[config.mk]
export PLATFORM = sky130hd
export DESIGN_NAME = csr_unit_flat
export DESIGN_NICKNAME = d
export VERILOG_FILES = /design/src/rtl/csr_unit_if.sv /design/src/rtl/csr_unit.sv /design/src/flat_wrapper.sv
export SDC_FILE = /design/constraint.sdc
export NUM_CORES = 1
export LEC_CHECK = 0
export ABC_AREA = 1
export BUFFER_PORTS_ARGS = -buffer_cell sky130_fd_sc_hd__buf_2
export CORE_ASPECT_RATIO = 0.75
export CORE_MARGIN = 5
export CORE_UTILIZATION = 35
export DETAILED_ROUTE_END_ITERATION = 16
export HOLD_SLACK_MARGIN = 0.12
export PLACE_DENSITY = 0.64
export SYNTH_ARGS = -nofsm -noshare
export SYNTH_HDL_FRONTEND = slang
export SYNTH_SLANG_ARGS = --single-unit
[constraint.sdc]
create_clock -name clk -period 3.7 [get_ports clk]
set_clock_uncertainty 0.15 [all_clocks]
set_input_delay 0.185 -clock clk [delete_from_list [all_inputs] [get_ports clk]]
set_output_delay 0.185 -clock clk [all_outputs]
set_load 0.01 [all_outputs]
[src/rtl/csr_unit_if.sv]
// Bus between the core and the machine-mode CSR unit: CSR access, trap inputs,
// read data and the redirected fetch address.
interface csr_unit_if;
   logic [31:0] pc;
   logic [31:0] write_data;
   logic [31:0] csr_address;
   logic        csr_reg_rd;
   logic        csr_reg_wr;
   logic        interupt;
   logic [31:0] data_out_to_reg;
   logic [31:0] pc_for_inst_mem;

   modport master (
      output pc, write_data, csr_address, csr_reg_rd, csr_reg_wr, interupt,
      input  data_out_to_reg, pc_for_inst_mem
   );

   modport slave (
      input  pc, write_data, csr_address, csr_reg_rd, csr_reg_wr, interupt,
      output data_out_to_reg, pc_for_inst_mem
   );
endinterface

[src/rtl/csr_unit.sv]
// Machine-mode CSR file (mstatus, mie, mtvec, mepc, mcause, mip) with a single
// external interrupt trap that redirects fetch to the mtvec-derived vector.
module csr_unit (
   input  logic       clk,
   input  logic       reset,
   csr_unit_if.slave  bus
);
   localparam logic [11:0] ADDR_MSTATUS = 12'h300;
   localparam logic [11:0] ADDR_MIE     = 12'h304;
   localparam logic [11:0] ADDR_MTVEC   = 12'h305;
   localparam logic [11:0] ADDR_MEPC    = 12'h341;
   localparam logic [11:0] ADDR_MCAUSE  = 12'h342;
   localparam logic [11:0] ADDR_MIP     = 12'h344;
   localparam logic [31:0] CAUSE_MEXT   = 32'h8000_000B;

   logic [31:0] mstatus_q, mstatus_d;
   logic [31:0] mie_q, mie_d;
   logic [31:0] mtvec_q, mtvec_d;
   logic [31:0] mepc_q, mepc_d;
   logic [31:0] mcause_q, mcause_d;

   logic [11:0] addr;
   logic [31:0] mip;
   logic [31:0] vec_base;
   logic [31:0] trap_vector;
   logic        take;
   logic        wr_en;

   assign addr     = bus.csr_address[11:0];
   assign mip      = {20'h0, bus.interupt, 11'h0};
   assign take     = bus.interupt & mstatus_q[3] & mie_q[11];
   assign wr_en    = bus.csr_reg_wr & ~take;
   assign vec_base = {mtvec_q[31:2], 2'b00};

   // Only the external interrupt is implemented, so vectored mode always lands on entry 11.
   always_comb begin
      trap_vector = vec_base;
      if (mtvec_q[1:0] == 2'b01) begin
         trap_vector = vec_base + 32'd44;
      end
   end

   assign bus.pc_for_inst_mem = take ? trap_vector : bus.pc;

   always_comb begin
      bus.data_out_to_reg = 32'h0;
      if (bus.csr_reg_rd) begin
         case (addr)
            ADDR_MSTATUS: bus.data_out_to_reg = mstatus_q;
            ADDR_MIE:     bus.data_out_to_reg = mie_q;
            ADDR_MTVEC:   bus.data_out_to_reg = mtvec_q;
            ADDR_MEPC:    bus.data_out_to_reg = mepc_q;
            ADDR_MCAUSE:  bus.data_out_to_reg = mcause_q;
            ADDR_MIP:     bus.data_out_to_reg = mip;
            default:      bus.data_out_to_reg = 32'h0;
         endcase
      end
   end

   // A taken trap owns this cycle's state update; any concurrent CSR write is dropped.
   always_comb begin
      mstatus_d = mstatus_q;
      mie_d     = mie_q;
      mtvec_d   = mtvec_q;
      mepc_d    = mepc_q;
      mcause_d  = mcause_q;
      if (take) begin
         mepc_d           = {bus.pc[31:2], 2'b00};
         mcause_d         = CAUSE_MEXT;
         mstatus_d[7]     = mstatus_q[3];
         mstatus_d[3]     = 1'b0;
         mstatus_d[12:11] = 2'b11;
      end else if (wr_en) begin
         case (addr)
            ADDR_MSTATUS: mstatus_d = bus.write_data;
            ADDR_MIE:     mie_d     = bus.write_data;
            ADDR_MTVEC:   mtvec_d   = bus.write_data;
            ADDR_MEPC:    mepc_d    = {bus.write_data[31:2], 2'b00};
            ADDR_MCAUSE:  mcause_d  = bus.write_data;
            default:      ;
         endcase
      end
   end

   always_ff @(posedge clk) begin
      if (reset) begin
         mstatus_q <= 32'h0;
         mie_q     <= 32'h0;
         mtvec_q   <= 32'h0;
         mepc_q    <= 32'h0;
         mcause_q  <= 32'h0;
      end else begin
         mstatus_q <= mstatus_d;
         mie_q     <= mie_d;
         mtvec_q   <= mtvec_d;
         mepc_q    <= mepc_d;
         mcause_q  <= mcause_d;
      end
   end
endmodule

[src/flat_wrapper.sv]
// flat-port wrapper written by rule: the top's interface ports become plain ports
module csr_unit_flat 
  (clk, reset, bus_pc, bus_write_data, bus_csr_address, bus_csr_reg_rd, bus_csr_reg_wr, bus_interupt, bus_data_out_to_reg, bus_pc_for_inst_mem);
  csr_unit_if bus_i ();
  input  logic clk;
  input  logic reset;
  input wire logic [$bits(bus_i.pc)-1:0] bus_pc;
  input wire logic [$bits(bus_i.write_data)-1:0] bus_write_data;
  input wire logic [$bits(bus_i.csr_address)-1:0] bus_csr_address;
  input wire logic [$bits(bus_i.csr_reg_rd)-1:0] bus_csr_reg_rd;
  input wire logic [$bits(bus_i.csr_reg_wr)-1:0] bus_csr_reg_wr;
  input wire logic [$bits(bus_i.interupt)-1:0] bus_interupt;
  output wire logic [$bits(bus_i.data_out_to_reg)-1:0] bus_data_out_to_reg;
  output wire logic [$bits(bus_i.pc_for_inst_mem)-1:0] bus_pc_for_inst_mem;
  assign bus_i.pc = bus_pc;
  assign bus_i.write_data = bus_write_data;
  assign bus_i.csr_address = bus_csr_address;
  assign bus_i.csr_reg_rd = bus_csr_reg_rd;
  assign bus_i.csr_reg_wr = bus_csr_reg_wr;
  assign bus_i.interupt = bus_interupt;
  assign bus_data_out_to_reg = bus_i.data_out_to_reg;
  assign bus_pc_for_inst_mem = bus_i.pc_for_inst_mem;
  csr_unit u_core (.clk(clk), .reset(reset), .bus(bus_i));
endmodule
==> results of run 1 <==
## power by group through the flow
stage,logic (uW),clock network (uW),registers [uW]
final,293,1890,1700
after global routing,319,1960,1700
after CTS,289,1900,1700
after detailed placement,237,0,1740
after global placement,234,0,1740
after floorplan,103,0,1740
## registers in the layout, indices dropped and copies added, names as in the netlist
| signal | count |
|---|---|
| u_core.mepc_q | 30 |
| u_core.mstatus_q | 32 |
| u_core.mtvec_q | 32 |
| u_core.mie_q | 32 |
| u_core.mcause_q | 32 |
## logic make-up (layout without fill, tap and decap cells)
family / Yosys count / count (layout) / share of synthesized area [%]
AOI/OAI and AO/OA: 312 / 312 / 18.2
xor gates and xnor gates: 5 / 5 / 0.508
adders and majority gates: 1 / 1 / 0.145
buffers and inverters: 218 / 386 / 10.4
DFF: 158 / 158 / 36.7
other: 0 / 1 / 0
and+or+nand+nor: 673 / 673 / 34.0
## critical path, delay by kind of cell (launching register included)
kind	cells	cell delay [ns]
simple gates	8	1.16
flops	1	0.32
buf+inv	3	0.29
fa+ha+maj	1	0.21
## cells in the mapped netlist
cell,instances
nand2_1,277
nand3_1,174
nor2_1,172
dfxtp_1,158
o21ai_0,143
inv_1,122
a21oi_1,118
buf_2,46
o21ai_1,45
clkbuf_1,33
nand4_1,13
nor3_1,10
inv_2,9
nand3_2,7
nor3_2,5
xor2_1,5
buf_4,4
nor2_4,4
buf_1,3
nand2_2,3
a31oi_1,2
nor2_2,2
or2_2,2
a21boi_0,1
a21boi_1,1
buf_6,1
ha_1,1
nand2_4,1
nand3b_1,1
nand4_2,1
nor4_1,1
o211ai_1,1
o22ai_1,1
## metrics by stage
stage	hold WS (ns)	instances	cell area, um2	utilization [%]	power (uW)
floorplan	0.170	1367	8620	-	1840
global placement	0.282	1772	9500	39.4	1970
detailed placement	0.286	1772	9500	39.4	1980
CTS	0.122	1866	10800	44.7	3890
global route	0.201	1867	10800	44.7	3980
finish	0.150	1867	10800	44.7	3890
## layout make-up
cell class                 instances  area [um2]  area share (%)
clock inverter                     6         130            1.21
antenna                            1        2.50          0.0233
clock buffer                      25         495            4.60
sequential                       158        3160            29.4
inverter                         131         492            4.57
timing repair buffer             224        1490            13.9
multi-input combinational        991        4570            42.5
tap                              331         414            3.85
## worst max path at each step
stage,start,to,slack (ns)
floorplan,u_core.mtvec_q[2]$_SDFFE_PP0P_,bus_pc_for_inst_mem[20],1.85
global placement,bus_csr_address[5],u_core.mcause_q[16]$_SDFFE_PP0P_,1.06
detailed placement,bus_csr_address[5],u_core.mcause_q[17]$_SDFFE_PP0P_,1.01
CTS,u_core.mtvec_q[2]$_SDFFE_PP0P_,bus_pc_for_inst_mem[28],0.94
global route,u_core.mtvec_q[2]$_SDFFE_PP0P_,bus_pc_for_inst_mem[28],0.74
finish,u_core.mtvec_q[2]$_SDFFE_PP0P_,bus_pc_for_inst_mem[28],0.94
## layer usage
metal | up-vias | share of wire [%] | GRT usage (%)
li1 | 4783 | - | -
met5 | - | 0.037 | 0
met4 | 2 | 1.6 | 5.85
met3 | 51 | 12 | 6.74
met1 | 4353 | 48 | 35.0
met2 | 463 | 39 | 31.7
## repair_timing
item                       4_1_cts  5_1_grt
setup endpoints to repair        0        0
hold buffers                    63        0
hold endpoints to repair       158        0
==> flow_metrics.py, run 1 <==
metrics = {
    "clock_network": {
        "cts_root_buf": "clkbuf_16",
        "cts_sinks": 158,
        "cts_resized": 0,
        "clk_latency_ns": 0.43,
        "ctsLongestPathBuffers": 2,
        "clk_pin_slew_ns": 0.06,
        "cts_buffers": 17,
        "cts_tree": "done",
        "h-tree-depth": 4,
        "post_cts_buffers": 0,
    },
    "synthesis": {
        "yosysSeqAreaShare_pct": 36.7,
        "synth.distinct_cells": 33,
        "yosysTopAreaCell": "dfxtp_1",
        "ys_ff_latch": 158,
        "synth_top_area_share_pct": 36.7,
        "yosysWarningCount": 0,
        "avgSynthCellArea_um2": 6.31,
        "yosys-top-cells-area": "dfxtp_1 37%, nand2_1 12%, nand3_1 10%",
        "syn_nets": 1469,
        "syn-cell-area_um2": 8620,
        "syn_inst": 1367,
    },
    "setup_path": {
        "reg2reg_to": "u_core.mstatus_q[3]$_SDFFE_PP0P_",
        "path_max_fanout": 6,
        "critPathRequiredTime_ns": 3.37,
        "rrSetupSlack_ns": 1.07,
        "reg2reg_depth": 8,
        "end_kind": "output port",
        "path_class": "flop to output port",
        "arrival_ns": 2.42,
        "critPathLaunchType": "flop",
        "r2r-start": "u_core.mstatus_q[3]$_SDFFE_PP0P_",
        "cp_slowest_cell": "nor3_1",
        "critPathMostFrequentCell": "nand2_1",
        "path_cells": "inv_1, ha_1, inv_1, nand2_1, nand2_1, nand3_2, nor3_1, nand3_1, nand2_1, nand2_1, nand2_1, buf_2",
        "slowest_delay_ns": 0.53,
    },
    "placement": {
        "routabilityCongestion": 0.889,
        "preCtsSetupSlack_ns": 1.01,
        "dp_hpwl_um": 22900,
        "port_buffers": 144,
    },
    "grt": {
        "grt_max_degree": 94,
        "grtUsageTotal_pct": 23.1,
        "grt_pass1_wl_um": 50700,
        "antenna_found_initial": 2,
        "gr-total-overflow": 0,
        "grt_pass1_vias": 8903,
    },
    "final_layout": {
        "mostFrequentLayoutCells": "277 x nand2_1, 174 x nand3_1, 170 x nor2_1, 158 x dfxtp_1, 144 x buf_2",
        "drive_gt1_share_pct": 14.7,
        "area.growth.synth_to_final_pct": 24.8,
        "n_fill_cell": 2558,
        "mostFrequentLayoutCell": "nand2_1",
        "nets": 1625,
    },
    "floorplan": {
        "dieArea_um2": 27900,
        "fp.coreArea_um2": 24100,
        "die_y_um": 146,
        "io_pins": 165,
        "die-width_um": 191,
        "start_util_pct": 35.8,
        "num_rows": 49,
    },
    "timing": {
        "finalSetupViolations": 0,
        "period_needed_ns": 2.76,
        "worst_pin_slew_ns": 0.900,
        "setup_tns_ns": 0,
        "rsz0062_at_grt": "no",
        "layout_setup_ws_ns": 0.944,
        "hold_violations": 0,
        "fmax_ghz": 0.363,
        "post-route-period-util_pct": 74.5,
        "drv_slew": 0,
        "relSlewSlack_pct": 40.0,
    },
    "power": {
        "power.switching_uw": 872,
        "clockPowerShare_pct": 48.7,
        "p_seq_share_pct": 43.8,
        "p_comb_share_pct": 7.5,
        "p_sw_share_pct": 22.4,
        "intPower_uw": 3020,
        "ir_drop_mv": 0.335,
        "cellLeakagePower_uw": 0.00444,
        "power_density_nw_per_um2": 361,
    },
    "run_status": {
        "outcome": "finished clean",
    },
    "drt": {
        "vias_per_cell": 5.17,
        "vias": 9652,
        "dr.pass1.iters": 5,
        "drc": 0,
        "drtIter0Drc": 1077,
        "wl_um": 32800,
        "drtAntennaViolNets": 0,
        "routedWlPerCell_um": 17.5,
    },
    "hold_path": {
        "min_from": "bus_pc[13]",
        "hp-class": "input pin to flop",
        "holdPathStages": 5,
        "hold_end": "u_core.mepc_q[13]$_SDFFE_PP0P_",
    },
    "run": {
        "cap_violations": 0,
    },
}
Note: power is estimated with default switching activity, not from simulation.
==> run 2: changes to the inputs <==
clock period = 2.7 ns   (was 3.7 ns; I/O delays follow)
==> run 2 against run 1 <==
Effect of this change:
- die area is the same
- clock-buffer cell count shrank 1
- flip-flop and latch count is the same
- non-clock buffer count grew 11
- largest power group unchanged
- combinational power grew 39%
- largest cell class unchanged
- via count shrank 0.29%
- register-to-register slack lost 0.71 ns
- worst setup slack lost 0.78 ns
==> flow_metrics.py, run 2 (same netlist as run 1, synthesis figures left out) <==
metrics = {
    "run_status": {
        "outcome": "finished clean",
    },
    "final_layout": {
        "mostFrequentLayoutCell": "nand2_1",
        "mostFrequentLayoutCells": "277 x nand2_1, 174 x nand3_1, 169 x nor2_1, 158 x dfxtp_1, 144 x buf_2",
        "drive_gt1_share_pct": 15.1,
        "diodes": 0,
        "nets": 1636,
        "area.growth.synth_to_final_pct": 26.2,
        "n_fill_cell": 2507,
    },
    "clock_network": {
        "cts_root_buf": "clkbuf_16",
        "clk_latency_ns": 0.43,
        "h-tree-depth": 4,
        "ctsLongestPathBuffers": 2,
        "cts_buffers": 17,
        "cts_sinks": 158,
        "cts_tree": "done",
        "clk_pin_slew_ns": 0.06,
    },
    "setup_path": {
        "critPathRequiredTime_ns": 2.41,
        "reg2reg_depth": 8,
        "path_max_fanout": 7,
        "r2r-start": "u_core.mie_q[11]$_SDFFE_PP0P_",
        "arrival_ns": 2.25,
        "end_kind": "output port",
        "cp_slowest_cell": "dfxtp_1",
        "rrSetupSlack_ns": 0.36,
        "reg2reg_to": "u_core.mstatus_q[3]$_SDFFE_PP0P_",
        "path_class": "flop to output port",
        "path_cells": "inv_1, ha_1, inv_1, nand2_1, nand2_1, nand3_2, nor3_4, inv_1, nand2_1, nand3_1, o21ai_1, buf_2",
        "critPathLaunchType": "flop",
        "slowest_delay_ns": 0.35,
    },
    "power": {
        "cellLeakagePower_uw": 0.00453,
        "ir_drop_mv": 0.358,
        "power_density_nw_per_um2": 484,
    },
    "floorplan": {
        "die_y_um": 146,
        "dieArea_um2": 27900,
        "io_pins": 165,
        "start_util_pct": 35.8,
        "die-width_um": 191,
        "fp.coreArea_um2": 24100,
        "num_rows": 49,
    },
    "grt": {
        "antenna_found_initial": 1,
        "grt_pass1_wl_um": 50700,
        "gr-total-overflow": 0,
        "grt_max_degree": 94,
        "grt_pass1_vias": 8837,
        "grtUsageTotal_pct": 23.0,
    },
    "hold_path": {
        "hp-class": "input pin to flop",
        "min_from": "reset",
        "hold_end": "u_core.mepc_q[7]$_SDFFE_PP0P_",
        "holdPathStages": 3,
    },
    "drt": {
        "met2_length_um": 12800,
        "met1_length_um": 15900,
        "wl_um": 32800,
        "drtIter0Drc": 1129,
        "drc": 0,
        "dr.pass1.iters": 5,
        "routedWlPerCell_um": 17.5,
        "vias_per_cell": 5.13,
        "vias": 9624,
        "highest_layer": "met5",
        "wl_met3_um": 3530,
        "drtAntennaViolNets": 0,
    },
    "timing": {
        "worst_pin_slew_ns": 0.887,
        "setup_tns_ns": 0,
        "hold_violations": 0,
        "finalSetupViolations": 0,
        "layout_setup_ws_ns": 0.160,
        "fmax_ghz": 0.394,
        "rsz0062_at_grt": "no",
        "drv_slew": 0,
        "relSlewSlack_pct": 40.8,
        "period_needed_ns": 2.54,
        "post-route-period-util_pct": 94.1,
    },
    "placement": {
        "routabilityCongestion": 0.902,
        "dp_hpwl_um": 22900,
        "port_buffers": 144,
        "preCtsSetupSlack_ns": 0.356,
    },
    "run": {
        "cap_violations": 0,
    },
}
==> run 2: cell types whose count changed in the layout (fill, tap and decap cells not counted) <==
cell	delta
buf_4	+6
diode_2	-1
nor3_2	-1
clkinv_2	+1
nor2_1	-1
clkbuf_1	+1
clkbuf_8	-2
nor3_1	-1
buf_12	+2
dlygate4sd3_1	+3
nor2_4	+1
nor3_4	+2
==> run 2: per-layer routing <==
layer | up-vias | global-route usage [%]
li1 | 4799 | -
met1 | 4326 | 36.0
met2 | 459 | 30.6
met3 | 38 | 6.45
met4 | 2 | 5.42
met5 | - | 0
==> run 2: timing repair <==
item,4_1_cts,5_1_grt
gates cloned,0,0
setup buffers,0,3
endpoints found under the setup margin,2,8
gates resized for setup,1,4
endpoints found under the hold margin,158,0
pin swaps,0,1
hold buffers,66,0
==> run 2: where the power goes <==
part           leakage, uW  switching, uW  internal [uW]
Clock             0.000298            939           1590
Sequential         0.00127          0.294           2330
Combinational      0.00296            242            165
==> run 2: worst max path at each step <==
| stage | startpoint | end | slack [ns] |
|---|---|---|---|
| floorplan | u_core.mtvec_q[2]$_SDFFE_PP0P_ | bus_pc_for_inst_mem[20] | 0.90 |
| global placement | bus_csr_address[11] | u_core.mtvec_q[28]$_SDFFE_PP0P_ | 0.39 |
| detailed placement | bus_csr_address[11] | u_core.mtvec_q[27]$_SDFFE_PP0P_ | 0.36 |
| CTS | u_core.mtvec_q[0]$_SDFFE_PP0P_ | bus_pc_for_inst_mem[11] | 0.08 |
| global route | u_core.mtvec_q[2]$_SDFFE_PP0P_ | bus_pc_for_inst_mem[24] | 0.001 |
| finish | u_core.mtvec_q[3]$_SDFFE_PP0P_ | bus_pc_for_inst_mem[18] | 0.16 |
==> run 2: critical path: cells and delay by family (launching register included) <==
family	cells	cell delay, ns
adder cells (fa/ha/maj)	1	0.19
buffers and inverters	4	0.39
flip-flops	1	0.35
AO/OA/AOI/OAI	1	0.11
AND/OR/NAND/NOR	6	0.79
==> run 2: layout make-up <==
class                           count  area (um2)  area share [%]
Clock buffer                       24         472            4.33
Clock inverter                      7         135            1.24
Inverter                          131         492            4.52
Multi-Input combinational cell    991        4600            42.3
Sequential cell                   158        3160            29.1
Tap cell                          331         414            3.81
Timing Repair Buffer              235        1610            14.8
==> run 2: metrics by stage <==
stage          utilization, %  cell area (um2)  total power [uW]  hold WS [ns]  std cells
6_report                 45.2            10900              5270         0.206       1877
3_3_place_gp             39.7             9570              2700         0.276       1777
2_1_floorplan               -             8620              2520         0.120       1367
5_1_grt                  45.2            10900              5420         0.204       1877
3_5_place_dp             39.7             9570              2710         0.280       1777
4_1_cts                  45.0            10800              5280         0.176       1874
==> run 3: changes to the inputs <==
CORE_MARGIN = 4   (was 5)
==> run 3 against run 2 <==
Effect of this change:
- non-clock buffer count up 6
- global-route usage up 0.58 points
- sequential share of layout area down 0.21 points
- clock-buffer cell count down 2
- final area up 0.78%
- critical endpoint unchanged
- largest cell class unchanged
==> flow_metrics.py, run 3 (same netlist as run 1, synthesis figures left out) <==
metrics = {
    "run_status": {
        "outcome": "finished clean",
    },
    "timing": {
        "period_needed_ns": 2.50,
        "hold_violations": 0,
        "fmax_ghz": 0.400,
        "finalSetupViolations": 0,
        "drv_slew": 0,
        "holdWs_ns": 0.209,
        "setup_tns_ns": 0,
        "post-route-period-util_pct": 92.5,
        "rsz0062_at_grt": "no",
        "relSlewSlack_pct": 54.8,
        "worst_pin_slew_ns": 0.677,
    },
    "setup_path": {
        "path_class": "flop to output port",
        "critPathRequiredTime_ns": 2.41,
        "critPathLaunchType": "flop",
        "end_kind": "output port",
        "arrival_ns": 2.21,
        "path_max_fanout": 7,
    },
    "clock_network": {
        "cts_buffers": 17,
        "ctsLongestPathBuffers": 2,
        "h-tree-depth": 4,
        "clk_pin_slew_ns": 0.07,
        "clk_latency_ns": 0.43,
        "cts_sinks": 158,
        "cts_tree": "done",
        "cts_root_buf": "clkbuf_16",
    },
    "drt": {
        "vias_per_cell": 5.14,
        "vias": 9671,
        "routedWlPerCell_um": 17.3,
        "drtIter0Drc": 1161,
        "wl_um": 32700,
        "drc": 0,
        "dr.pass1.iters": 6,
        "drtAntennaViolNets": 0,
    },
    "power": {
        "power_density_nw_per_um2": 487,
        "p_comb_share_pct": 7.6,
        "clockPowerShare_pct": 48.7,
        "power_uw": 5340,
        "p_sw_share_pct": 22.9,
        "cellLeakagePower_uw": 0.00457,
        "intPower_uw": 4120,
        "power.switching_uw": 1220,
        "p_seq_share_pct": 43.6,
        "ir_drop_mv": 0.380,
    },
    "final_layout": {
        "diodes": 0,
        "area.growth.synth_to_final_pct": 27.2,
        "mostFrequentLayoutCell": "nand2_1",
        "design_area_um2": 11000,
        "nets": 1642,
        "fin_cells": 1883,
        "drive_gt1_share_pct": 16.0,
        "seqCellArea_um2": 3160,
        "n_fill_cell": 2486,
        "mostFrequentLayoutCells": "276 x nand2_1, 173 x nand3_1, 169 x nor2_1, 157 x dfxtp_1, 144 x buf_2",
        "multi_input_area_um2": 4620,
    },
    "floorplan": {
        "start_util_pct": 35.8,
        "fp.coreArea_um2": 24100,
        "die_y_um": 144,
        "dieArea_um2": 27200,
        "num_rows": 49,
        "die-width_um": 189,
        "io_pins": 165,
    },
    "placement": {
        "dp_hpwl_um": 23800,
        "postPlaceCellArea_um2": 9630,
        "routabilityCongestion": 0.878,
        "placed_cells": 1785,
        "port_buffers": 144,
    },
    "hold_path": {
        "hp-class": "input pin to flop",
    },
    "grt": {
        "grtUsageTotal_pct": 23.6,
        "gr-total-overflow": 0,
        "grt_pass1_vias": 8762,
        "antenna_found_initial": 1,
        "grt_pass1_wl_um": 50300,
        "grt_max_degree": 53,
    },
    "run": {
        "cap_violations": 0,
    },
}
run 3: cell count changes in the layout (fill, tap and decap cells not counted), moves of 2 or more:
| cell | before | now |
|---|---|---|
| dlygate4sd3_1 | 66 | 64 |
| clkbuf_1 | 5 | 2 |
| inv_6 | 0 | 2 |
| buf_4 | 22 | 30 |
run 3: worst paths after layout:
| path | startpoint | cells past startpoint | to | slack [ns] |
|---|---|---|---|---|
| worst max-delay path | u_core.mtvec_q[13]$_SDFFE_PP0P_ | 9 | bus_pc_for_inst_mem[18] | 0.20 |
| worst min-delay path | bus_csr_address[0] | 7 | u_core.mstatus_q[11]$_SDFFE_PP0P_ | 0.21 |
| worst max register to register | u_core.mie_q[11]$_SDFFE_PP0P_ | 6 | u_core.mtvec_q[8]$_SDFFE_PP0P_ | 0.66 |
| worst min register to register | u_core.mie_q[1]$_SDFFE_PP0P_ | 2 | u_core.mie_q[1]$_SDFFE_PP0P_ | 0.30 |
run 3: per-stage QoR:
step                util [%]  setup WS, ns
detailed placement      40.0         0.435
floorplan                  -         0.898
finish                  45.5         0.202
global placement        40.0         0.451
CTS                     45.3         0.114
global route            45.5        0.0123
run 3: final cells by class:
type / instances / share of cell area, %
Multi-Input combinational cell: 991 / 42.1
Sequential cell: 158 / 28.9
Timing Repair Buffer: 241 / 15.0
Inverter: 131 / 4.48
Clock buffer: 22 / 4.32
Tap cell: 331 / 3.78
Clock inverter: 9 / 1.43
run 3: power by group through the flow:
stage          sequential (uW)  clock [uW]  combinational (uW)
5_1_grt                   2330        2720                 445
2_1_floorplan             2380           0                 141
3_3_place_gp              2380           0                 327
6_report                  2330        2600                 409
3_5_place_dp              2380           0                 329
4_1_cts                   2330        2610                 402
run 3: what timing repair did:
item / 4_1_cts / 5_1_grt
pin swaps: 0 / 4
hold endpoints to repair: 158 / 0
setup buffers: 0 / 3
setup endpoints to repair: 1 / 11
hold buffers: 64 / 0
resized for setup: 1 / 10
run 3: routing by layer:
metal	GRT usage [%]	vias up	routed length, um
li1	-	4815	-
met1	37.2	4358	16000
met2	31.9	465	12600
met3	6.10	31	3720
met4	4.41	2	345
met5	0	-	7
run 3: critical path, stage by stage, from the launching register on:
cell     delay, ns
dfxtp_1       0.49
nand2_1       0.17
nor2_1        0.13
nand2_1       0.19
nor3_4        0.36
inv_1         0.07
nand2_1       0.06
nand3_1       0.07
o21ai_1       0.09
buf_2         0.15
